File: src/rtl/ball_ctrl.sv
// Ball motion and collision engine for the brick breaker game.
// The ball is parked on the paddle until a serve. After that it moves one
// pixel diagonally every STEP_DIV clocks and bounces off the walls, the paddle
// and bricks. When the ball is lost, the engine counts down the lives.
// Handshake: there is none. brick_hit is a one-cycle strobe that is sampled
// on every clock while the game is in play. miss is a one-cycle strobe that
// is registered and rises on the clock after the step that lost the ball.
// o_dbg_state exposes the FSM state (0 idle, 1 play, 2 over) for observers.
module ball_ctrl #(
    parameter int STEP_DIV = 250000,
    parameter int X_MIN    = 134,
    parameter int X_MAX    = 506,
    parameter int Y_MIN    = 40,
    parameter int Y_MAX    = 479,
    parameter int PADDLE_Y = 420,
    parameter int PADDLE_W = 62,
    parameter int BALL_SZ  = 8,
    parameter int LIVES    = 3
) (
    input  logic       clk,
    input  logic       rst,
    input  logic       start,
    input  logic       serve,
    input  logic [8:0] paddle_x,
    input  logic       brick_hit,
    output logic [8:0] ball_x,
    output logic [8:0] ball_y,
    output logic [1:0] lives,
    output logic       miss,
    output logic       game_over,
    output logic [1:0] o_dbg_state
);

    typedef enum logic [1:0] {
        S_IDLE = 2'd0,
        S_PLAY = 2'd1,
        S_OVER = 2'd2
    } state_t;

    localparam int CNT_W = (STEP_DIV > 1) ? $clog2(STEP_DIV) : 1;
    localparam logic [CNT_W-1:0] CNT_LAST = CNT_W'(STEP_DIV - 1);

    // Every position compare is done 10 bits wide so that no sum can wrap.
    localparam logic [9:0] L_XMIN = 10'(X_MIN);
    localparam logic [9:0] L_XMAX = 10'(X_MAX);
    localparam logic [9:0] L_YMIN = 10'(Y_MIN);
    localparam logic [9:0] L_YMAX = 10'(Y_MAX);
    localparam logic [9:0] L_PY   = 10'(PADDLE_Y);
    localparam logic [9:0] L_PW   = 10'(PADDLE_W);
    localparam logic [9:0] L_BSZ  = 10'(BALL_SZ);
    localparam logic [8:0] PARK_DX = 9'((PADDLE_W - BALL_SZ) / 2);
    localparam logic [8:0] PARK_Y  = 9'(PADDLE_Y - BALL_SZ);
    localparam logic [8:0] RST_X   = 9'd317;
    localparam logic [1:0] L_LIVES = 2'(LIVES);

    // Direction flags: 1 means moving toward smaller coordinates.
    state_t           r_state,  w_state_nxt;
    logic [8:0]       r_ball_x, w_ball_x_nxt;
    logic [8:0]       r_ball_y, w_ball_y_nxt;
    logic             r_dx_neg, w_dx_neg_nxt;
    logic             r_dy_neg, w_dy_neg_nxt;
    logic [1:0]       r_lives,  w_lives_nxt;
    logic             r_miss,   w_miss_nxt;
    logic             r_over,   w_over_nxt;
    logic [CNT_W-1:0] r_cnt,    w_cnt_nxt;
    logic             r_pend,   w_pend_nxt;

    logic [9:0] w_bx10, w_by10, w_px10;
    logic       w_dy_e_neg;
    logic       w_x_block;
    logic       w_top_hit;
    logic       w_pad_hit;
    logic       w_bottom;

    // Collision predicates, evaluated on the current position and directions.
    always_comb begin
        w_bx10     = {1'b0, r_ball_x};
        w_by10     = {1'b0, r_ball_y};
        w_px10     = {1'b0, paddle_x};
        w_dy_e_neg = r_pend ? ~r_dy_neg : r_dy_neg;
        if (r_dx_neg) begin
            w_x_block = (w_bx10 < L_XMIN + 10'd1) ||
                        (w_bx10 + L_BSZ - 10'd1 > L_XMAX);
        end else begin
            w_x_block = (w_bx10 + 10'd1 < L_XMIN) ||
                        (w_bx10 + 10'd1 + L_BSZ > L_XMAX);
        end
        w_top_hit = w_dy_e_neg && (w_by10 < L_YMIN + 10'd1);
        w_pad_hit = !w_dy_e_neg && (w_by10 + L_BSZ == L_PY) &&
                    (w_bx10 + L_BSZ > w_px10) && (w_bx10 < w_px10 + L_PW);
        w_bottom  = !w_dy_e_neg && (w_by10 + 10'd1 + L_BSZ >= L_YMAX);
    end

    // Next-state logic: parking, the step timer, movement and loss of the ball.
    always_comb begin
        w_state_nxt  = r_state;
        w_ball_x_nxt = r_ball_x;
        w_ball_y_nxt = r_ball_y;
        w_dx_neg_nxt = r_dx_neg;
        w_dy_neg_nxt = r_dy_neg;
        w_lives_nxt  = r_lives;
        w_miss_nxt   = 1'b0;
        w_over_nxt   = r_over;
        w_cnt_nxt    = r_cnt;
        w_pend_nxt   = r_pend;
        case (r_state)
            S_IDLE: begin
                w_ball_x_nxt = paddle_x + PARK_DX;
                w_ball_y_nxt = PARK_Y;
                w_cnt_nxt    = '0;
                w_pend_nxt   = 1'b0;
                if (start && !serve) begin
                    w_state_nxt  = S_PLAY;
                    w_dx_neg_nxt = 1'b0;
                    w_dy_neg_nxt = 1'b1;
                end
            end
            S_PLAY: begin
                if (start && (r_cnt == CNT_LAST)) begin
                    w_cnt_nxt = '0;
                    // The step consumes the pending brick. A strobe that
                    // arrives in this same cycle is kept for the next step.
                    w_pend_nxt = brick_hit;
                    if (w_x_block) begin
                        w_dx_neg_nxt = ~r_dx_neg;
                    end else begin
                        w_ball_x_nxt = r_dx_neg ? (r_ball_x - 9'd1) : (r_ball_x + 9'd1);
                    end
                    if (w_top_hit) begin
                        w_dy_neg_nxt = 1'b0;
                    end else if (w_pad_hit) begin
                        w_dy_neg_nxt = 1'b1;
                    end else if (w_bottom) begin
                        w_miss_nxt  = 1'b1;
                        w_lives_nxt = r_lives - 2'd1;
                        w_pend_nxt  = 1'b0;
                        if (r_lives == 2'd1) begin
                            w_state_nxt = S_OVER;
                            w_over_nxt  = 1'b1;
                        end else begin
                            w_state_nxt = S_IDLE;
                        end
                    end else begin
                        w_dy_neg_nxt = w_dy_e_neg;
                        w_ball_y_nxt = w_dy_e_neg ? (r_ball_y - 9'd1) : (r_ball_y + 9'd1);
                    end
                end else begin
                    if (start) begin
                        w_cnt_nxt = r_cnt + CNT_W'(1);
                    end
                    w_pend_nxt = r_pend | brick_hit;
                end
            end
            S_OVER: begin
                w_over_nxt = 1'b1;
            end
            default: begin
                w_state_nxt = S_IDLE;
            end
        endcase
    end

    // State register with an asynchronous, active-low reset to the parked serve position.
    always_ff @(posedge clk or negedge rst) begin
        if (!rst) begin
            r_state  <= S_IDLE;
            r_ball_x <= RST_X;
            r_ball_y <= PARK_Y;
            r_dx_neg <= 1'b0;
            r_dy_neg <= 1'b1;
            r_lives  <= L_LIVES;
            r_miss   <= 1'b0;
            r_over   <= 1'b0;
            r_cnt    <= '0;
            r_pend   <= 1'b0;
        end else begin
            r_state  <= w_state_nxt;
            r_ball_x <= w_ball_x_nxt;
            r_ball_y <= w_ball_y_nxt;
            r_dx_neg <= w_dx_neg_nxt;
            r_dy_neg <= w_dy_neg_nxt;
            r_lives  <= w_lives_nxt;
            r_miss   <= w_miss_nxt;
            r_over   <= w_over_nxt;
            r_cnt    <= w_cnt_nxt;
            r_pend   <= w_pend_nxt;
        end
    end

    assign ball_x      = r_ball_x;
    assign ball_y      = r_ball_y;
    assign lives       = r_lives;
    assign miss        = r_miss;
    assign game_over   = r_over;
    assign o_dbg_state = r_state;

endmodule

File: config.mk
export PLATFORM = sky130hd
export DESIGN_NAME = ball_ctrl
export DESIGN_NICKNAME = d
export VERILOG_FILES = /design/src/rtl/ball_ctrl.sv
export SDC_FILE = /design/constraint.sdc
export NUM_CORES = 1
export LEC_CHECK = 0
export BUFFER_PORTS_ARGS = -buffer_cell sky130_fd_sc_hd__buf_2
export CAP_MARGIN = 40
export CORE_ASPECT_RATIO = 0.75
export CORE_MARGIN = 2
export CORE_UTILIZATION = 45
export DETAILED_ROUTE_END_ITERATION = 8
export GPL_TIMING_DRIVEN = 1
export HOLD_SLACK_MARGIN = 0.08
export PLACE_DENSITY = 0.65
export SLEW_MARGIN = 20
export SYNTH_ARGS = -nofsm -noshare
export SYNTH_HDL_FRONTEND = slang
export SYNTH_SLANG_ARGS = --single-unit
File: constraint.sdc
create_clock -name clk -period 9.03 [get_ports clk]
set_input_delay 0.903 -clock clk [delete_from_list [all_inputs] [get_ports clk]]
set_output_delay 0.903 -clock clk [all_outputs]
set_load 0.02 [all_outputs]
==> metrics.md, run 1 <==
| Metric | Value |
|---|---|
| RSZ-0062 raised after global routing | `false` |
| Longest Clk Path Bufs | `2` |
| Root buffer cell | `clkbuf_16` |
| Number of global-route vias before repair | `3664` |
| Total track usage | `21.8%` |
| Largest fanout on the critical path | `7` |
| Initial DRC Count | `350` |
| Flop pwr share | `23.2%` |
| Commonest cells post-synth | `49 x ha_1, 47 x nor2_1, 39 x inv_1` |
| Avg Cell Area, Syn | `8.54 µm²` |
| Period utilisation layout | `42.2%` |
| Vias | `3856` |
| Max frequency | `263 MHz` |
| Post-route DRC | `0` |
| Synth warn | `0` |
| Port bufs | `37` |
| Top post-synthesis cells by area | `dfrtp_1 18%, ha_1 14%, dfstp_2 8.5%, xnor2_1 6.1%, nor2_1 4.1%` |
| Seq/Total Area, Yosys | `26.4%` |
| RR Startpoint | `ball_x[3]` |
| Post-synthesis async set-or-reset flop share | `100%` |
| Initial Utilization | `47.2%` |
| CP required | `9.24 ns` |
| Clock latency on the worst-skew pair | `0.28 ns` |
| Crit path from | `paddle_x[2]` |
| Critical Path Max Stage Delay | `0.48 ns` |
| Final nets | `606` |
| Startpoint of the worst hold path | `game_over` |
| Leakage | `2.14 nW` |
| CP max-delay cell | `or4b_1` |
| Initial antenna violation count | `0` |
| Die area | `0.0104 mm²` |
| Global-route wire length before repair | `18.6 mm` |
| Share of the synthesized area in the top cell type | `17.9%` |
| Synth-to-layout area growth | `11.0%` |
| Die span in y | `89.0 µm` |
| Share of post-route cells with drive strength above 1 | `15.7%` |
| Worst Hold Class | `reg2reg` |
| Largest net degree at the start of global routing | `28` |
| TNS Setup | `0 ns` |
| Pwr dens | `393 mW/mm²` |
| CP endpoint kind | `flip-flop` |
| Setup Skew | `0.00563 ns` |
| Num rows | `30` |
| Max_cap viols | `0` |
| Worst IR Drop VDD | `0.294 mV` |
| Synth Register Bits | `45` |
| Fin crit period | `3.81 ns` |
| Critical path launch point type | `input port` |
| Post-synth EDFFs | `0` |
| Post-Synthesis Cell Area | `0.00434 mm²` |
| Post-synth top area cell | `dfrtp_1` |
| CTS tree | `done` |
| Post-Syn Nets | `573` |
| Worst Path Buf+Inv | `2` |
| DRT Wirelength | `10.9 mm` |
| Die X | `117 µm` |
| Logic pwr share | `65.6%` |
| Cell family with the largest share of critical-path delay | `compound AO/OA/AOI/OAI gates` |
| CTS clock-pin slew for the worst setup and hold paths | `0.06 ns` |
| Int Power | `0.964 mW` |
| Antenna-violating nets left | `0` |
| Post-layout power | `1.89 mW` |
| Routed length per instance | `16.2 µm` |
| Diodes inserted | `0` |
| GRT overflow | `0` |
| Sw frac | `49.0%` |
| Post-CTS sizing | `0` |
| Final hold vios | `0` |
| Post-CTS Setup Bufs | `0` |
| GPL Wtd Cong | `0.885` |
| Main synth FF type | `dfrtp_1` |
| Status | `complete, no violations` |
| Synth Instances | `508` |
| Clk sinks | `45` |
| Final Max Tran Viols | `0` |
| Proportion of power drawn by the clock network | `11.2%` |
| Most common cell in the synthesized netlist | `ha_1` |
| Worst slew pin tran | `0.646 ns` |
| Arrival time of the worst setup path | `4.02 ns` |
| # setup viols final | `0` |
| Drt pass-1 iters | `5` |
| CORE AREA | `0.00920 mm²` |
| Net Sw Power | `0.926 mW` |
| Post-detail-place hpwl | `8.26 mm` |
| Crit-path cells | `buf_2, inv_1, ha_1, or4b_1, nand2_1, xnor2_1, ha_1, or3_1, a2111oi_0, nor3_1, a311oi_2, nor3b_2, o21a_1, o22a_1` |
| Slew headroom | `56.8%` |
| CTS Hold Bufs | `0` |
| Fill cells | `892` |
| Yosys cell types | `78` |
| Via-per-instance ratio | `5.76` |
| Crit path top cell by count | `ha_1` |
| Num CTS Buffers | `5` |
| Critical path class | `in2reg` |
| IO Count | `38` |
| H-tree depth | `2` |
per-stage QoR:
stage	cells	instance area [µm²]	util, %	hold slack [ns]	setup WS (ns)
final	670	4810	52.3	0.463	5.22
after global routing	670	4810	52.3	0.491	5.01
after CTS	670	4810	52.3	0.468	5.25
after detailed placement	662	4640	50.4	0.453	4.92
after global placement	660	4610	50.1	0.451	5.03
after floorplan	508	4340	-	0.485	5.35
kinds of logic (layout without fill, tap and decap cells):
family          count (synthesis)  after routing  share of synthesized area, %
buf+inv                        53             87                          5.16
fa+ha+maj                      51             51                          15.1
xor+xnor                       50             50                          10.3
mux                            10             10                          2.57
flops                          45             45                          26.4
compound gates                125            125                          20.0
simple gates                  174            174                          20.5
power groups by stage:
stage / clock network (mW) / registers (mW) / logic (mW)
floorplan: 0 / 0.409 / 0.958
global placement: 0 / 0.436 / 1.19
detailed placement: 0 / 0.437 / 1.23
CTS: 0.215 / 0.435 / 1.23
global route: 0.225 / 0.453 / 1.38
finish: 0.212 / 0.438 / 1.24
layout make-up:
type,instances,area (µm²),area share [%]
multi-input combinational,410,2970,61.7
sequential,45,1140,23.8
timing repair buffer,40,220,4.58
tap,128,160,3.33
inverter,39,146,3.04
clock buffer,7,143,2.96
clock inverter,1,30.0,0.624
registers in the layout, summed over array words and instances, names as in the netlist:
name and flops:
r_pend 1, o_dbg_state 2, lives 2, r_dy_neg 1
game_over 1, r_dx_neg 1, miss 1, ball_y 9
r_cnt 18, ball_x 9
per-layer routing:
metal  share of wire [%]  vias up  track usage, %
li1                    -     1895               -
met1                  52     1848            32.0
met2                  42      104            34.0
met5                   0        -               0
met3                 5.3        9            3.83
met4                0.59        0            3.94
layout by cell type, fill, tap and decap left out, types with 3 or more instances in the layout:
cell and n:
clkbuf_16 5, o21ai_0 30, dfrtp_1 31, a211o_1 3, inv_1 39, ha_1 49
mux2i_1 7, nand2b_1 3, xnor2_1 30, o211ai_1 5, or2_2 4, nand3_1 21
buf_2 37, dfstp_2 14, a211oi_1 3, nor3_1 17, o21a_1 6, and2_1 3
xor2_1 19, o22a_1 3, nand2_1 36, a21oi_1 25, a21o_1 4, nand4_1 14
o21bai_1 4, nor2_1 47, and3_1 6, nor2b_1 4, o22ai_1 3, a31oi_1 7
worst paths after layout:
path	end	slack [ns]	cells after the start
worst max register to register	ball_y[3]	5.48	12
worst max-delay path	ball_y[3]	5.22	14
worst min register to register	game_over	0.46	1
worst min-delay path	game_over	0.46	1
min in group asynchronous	r_cnt[7]	0.57	1
max in group asynchronous	ball_y[7]	7.87	2
(Power assumes the default switching activity.)
==> inputs of run 2 (changes only) <==
--- a/config.mk
+++ b/config.mk
@@ -5,6 +5,7 @@
 export SDC_FILE = /design/constraint.sdc
 export NUM_CORES = 1
 export LEC_CHECK = 0
+export ABC_AREA = 1
 export BUFFER_PORTS_ARGS = -buffer_cell sky130_fd_sc_hd__buf_2
 export CAP_MARGIN = 40
 export CORE_ASPECT_RATIO = 0.75
@@ -13,7 +14,7 @@
 export DETAILED_ROUTE_END_ITERATION = 8
 export GPL_TIMING_DRIVEN = 1
 export HOLD_SLACK_MARGIN = 0.08
-export PLACE_DENSITY = 0.65
+export PLACE_DENSITY = 0.67
 export SLEW_MARGIN = 20
 export SYNTH_ARGS = -nofsm -noshare
 export SYNTH_HDL_FRONTEND = slang
==> constraint.sdc (replaced) <==
create_clock -name clk -period 3.1 [get_ports clk]
set_input_delay 0.31 -clock clk [delete_from_list [all_inputs] [get_ports clk]]
set_output_delay 0.31 -clock clk [all_outputs]
set_load 0.02 [all_outputs]
==> run 2 against run 1 <==
  * Sequential share of layout area decreased by 2.2 points
  * Critical path type is now reg2reg
  * Worst setup slack got worse by 4.9 ns
  * Via count is 26% higher
  * Global-route usage is 1.2 points higher
  * Highest routed layer unchanged
  * Routed wire length grew 16%
  * Sequential cell count did not move
  * Power rose to 2.9 times the previous value
  * Synthesized cell count increased by 41%
  * Die area up 8.9%
  * Clock power rose to 2.8 times the previous value
  * Core utilization is 0.63 points lower
  * Non-clock buffer count up 8
==> metrics.md, run 2 <==
| Metric | Value |
|---|---|
| Share of the synthesized area in the top cell type | `16.4% (-1.5 points)` |
| Crit-path cells | `buf_4, nand2_1, nor2_1, nand3_1, nand2_1, inv_1, ha_1, nand2_1, o21ai_0, nor2_1, nand2_1, nand2_1, nor2_1, nand3_2, nand3_4, nand2_1, nand2_1` |
| DRT Wirelength | `12.6 mm (+16%)` |
| Crit path top cell by count | `nand2_1` |
| Worst IR Drop VDD | `0.399 mV (+36%)` |
| Commonest cells post-synth | `190 x nand2_1, 97 x inv_1, 66 x nor2_1` |
| Yosys cell types | `42 (-46%)` |
| Post-route DRC | `0 (unchanged)` |
| Seq/Total Area, Yosys | `24.1% (-2.2 points)` |
| Clock latency on the worst-skew pair | `0.28 ns (about the same)` |
| Share of post-route cells with drive strength above 1 | `13.4% (-2.3 points)` |
| Port bufs | `37 (unchanged)` |
| Global-route wire length before repair | `21.3 mm (+14%)` |
| Largest net degree at the start of global routing | `31 (+11%)` |
| Post-detail-place hpwl | `9.75 mm (+18%)` |
| Avg Cell Area, Syn | `6.61 µm² (-23%)` |
| Root buffer cell | `clkbuf_16` |
| Setup Skew | `0.00806 ns (+0.00243 ns)` |
| Die area | `0.0114 mm² (+8.9%)` |
| CTS tree | `done` |
| Drt pass-1 iters | `5 (unchanged)` |
| Longest Clk Path Bufs | `2 (unchanged)` |
| Via-per-instance ratio | `5.38 (-6.5%)` |
| # setup viols final | `0 (unchanged)` |
| Critical path class | `reg2reg` |
| TNS Setup | `0 ns (unchanged)` |
| Commonest non-fill, non-tap cell in the layout | `nand2_1` |
| Antenna-violating nets left | `0 (unchanged)` |
| Largest fanout on the critical path | `10 (+3)` |
| Max frequency | `365 MHz` |
| CP endpoint kind | `flip-flop` |
| Status | `complete, no violations` |
| Total track usage | `23.0% (+1.2 points)` |
| Post-CTS Setup Bufs | `0 (unchanged)` |
| Most flop-heavy register | `r_cnt` |
| Main synth FF type | `dfrtp_1` |
| Most common cell in the synthesized netlist | `nand2_1` |
| GRT overflow | `0 (unchanged)` |
| Synth Instances | `717 (+41%)` |
| Die X | `122 µm (+4.4%)` |
| Number of global-route vias before repair | `4413 (+20%)` |
| CORE AREA | `0.0102 mm² (+11%)` |
| Critical path launch point type | `flip-flop` |
| Leakage | `2.76 nW (+29%)` |
| H-tree depth | `2 (unchanged)` |
| Worst slew pin tran | `0.785 ns (+0.138 ns)` |
| Vias | `4843 (+26%)` |
| Post-Syn Nets | `782 (+36%)` |
| Final nets | `828 (+37%)` |
| Worst Hold Class | `in2reg` |
| Max_cap viols | `0 (unchanged)` |
| Post-layout instance area | `0.00530 mm² (+10%)` |
| Initial DRC Count | `428 (+22%)` |
| Period utilisation layout | `88.4%` |
| Synth warn | `0 (unchanged)` |
| Max reg flops | `18 (unchanged)` |
| Synth Register Bits | `45 (unchanged)` |
| GPL Wtd Cong | `0.892 (+0.81%)` |
| Post-CTS sizing | `0 (unchanged)` |
| Post-synthesis async set-or-reset flop share | `100% (unchanged)` |
| Final Max Tran Viols | `0 (unchanged)` |
| CP max-delay cell | `dfstp_2` |
| Commonest cells after routing, fill and taps aside | `190 x nand2_1, 97 x inv_1, 66 x nor2_1, 53 x nand3_1, 49 x ha_1` |
| Clk sinks | `45 (unchanged)` |
| Post-synth EDFFs | `0 (unchanged)` |
| Top post-synthesis cells by area | `dfrtp_1 16%, nand2_1 15%, ha_1 13%, dfstp_2 7.8%, inv_1 7.7%` |
| Pwr dens | `1030 mW/mm² (+160%)` |
| Diodes inserted | `0 (unchanged)` |
| IO Count | `38 (unchanged)` |
| Initial antenna violation count | `0 (unchanged)` |
| Fin crit period | `2.74 ns` |
| Initial Utilization | `46.2% (-0.94 points)` |
| Post-Synthesis Cell Area | `0.00474 mm² (+9.2%)` |
| Die span in y | `92.9 µm (+4.3%)` |
| Slew headroom | `47.0% (-9.7 points)` |
| CP required | `3.32 ns (-5.92 ns)` |
| Num CTS Buffers | `5 (unchanged)` |
| Routed length per instance | `14.0 µm (-14%)` |
| Critical Path Max Stage Delay | `0.57 ns (+0.09 ns)` |
| Num rows | `32 (+6.7%)` |
| Final hold vios | `0 (unchanged)` |
| RSZ-0062 raised after global routing | `false` |
| CTS Hold Bufs | `1 (+1)` |
| Post-DP Area | `0.00512 mm² (+10%)` |
| Post-synth top area cell | `dfrtp_1` |
| CTS clock-pin slew for the worst setup and hold paths | `0.07 ns (about the same)` |
| Arrival time of the worst setup path | `2.96 ns (-1.06 ns)` |
| Synth-to-layout area growth | `11.9%` |
==> run 2: final cells by class <==
type	count	area (µm²)
Fill cell	1040	4950
Sequential cell	45	1140
Tap cell	136	170
Multi-Input combinational cell	562	3160
Clock buffer	6	129
Clock inverter	2	35.0
Timing Repair Buffer	48	283
Inverter	101	379
==> run 2: cell families (layout without fill, tap and decap cells) <==
group	count (synthesis)	in the layout	share of synthesized area, %
xor+xnor	20	20	3.70
flops	45	45	24.1
simple gates	389	389	37.4
buf+inv	110	157	9.16
fa+ha+maj	51	51	13.8
compound gates	102	102	11.8
==> run 2: layer usage <==
metal  wire (µm)  track usage (%)  vias to the layer above  part of all wire (%)
met4         143             4.60                        0                   1.1
met3         855             2.59                       17                   6.8
li1            -                -                     2449                     -
met2        5230             34.5                      168                    41
met1        6410             35.3                     2209                    51
met5           0                0                        -                     0
==> run 2: where the power goes <==
group | leakage (nW) | total [mW] | switching (mW) | internal (mW)
registers | 0.556 | 1.16 | 0.340 | 0.816
logic | 2.12 | 3.68 | 2.39 | 1.29
clock network | 0.0808 | 0.599 | 0.220 | 0.379
total | 2.76 | 5.43 | 2.95 | 2.48
==> run 2: final timing paths <==
path / from / end / slack, ns / cells after the start
max reg2reg: ball_x[4] / ball_y[5] / 0.36 / 17
min in group asynchronous: rst / r_cnt[17] / 0.47 / 2
max in group asynchronous: rst / ball_x[2] / 2.05 / 3
max: ball_x[4] / ball_y[5] / 0.36 / 17
min: brick_hit / r_pend / 0.30 / 3
min reg2reg: game_over / game_over / 0.48 / 1
==> run 2: critical path, delay by kind of cell, from the launching register on <==
family,cells,cell delay [ns]
adders and majority gates,1,0.28
DFF,1,0.57
AOI/OAI and AO/OA,1,0.19
buffers and inverters,2,0.25
and+or+nand+nor,13,1.39
==> run 2: through the flow <==
| stage | std cells | setup WS (ns) | total power [mW] | hold slack (ns) | utilization, % |
|---|---|---|---|---|---|
| after global routing | 900 | 0.0218 | 6.01 | 0.308 | 51.7 |
| after floorplan | 717 | 0.552 | 3.80 | 0.0144 | - |
| after global placement | 890 | 0.405 | 4.66 | 0.448 | 49.8 |
| final | 900 | 0.360 | 5.43 | 0.296 | 51.7 |
| after detailed placement | 891 | 0.349 | 4.77 | 0.254 | 50.0 |
| after CTS | 900 | 0.381 | 5.39 | 0.296 | 51.7 |
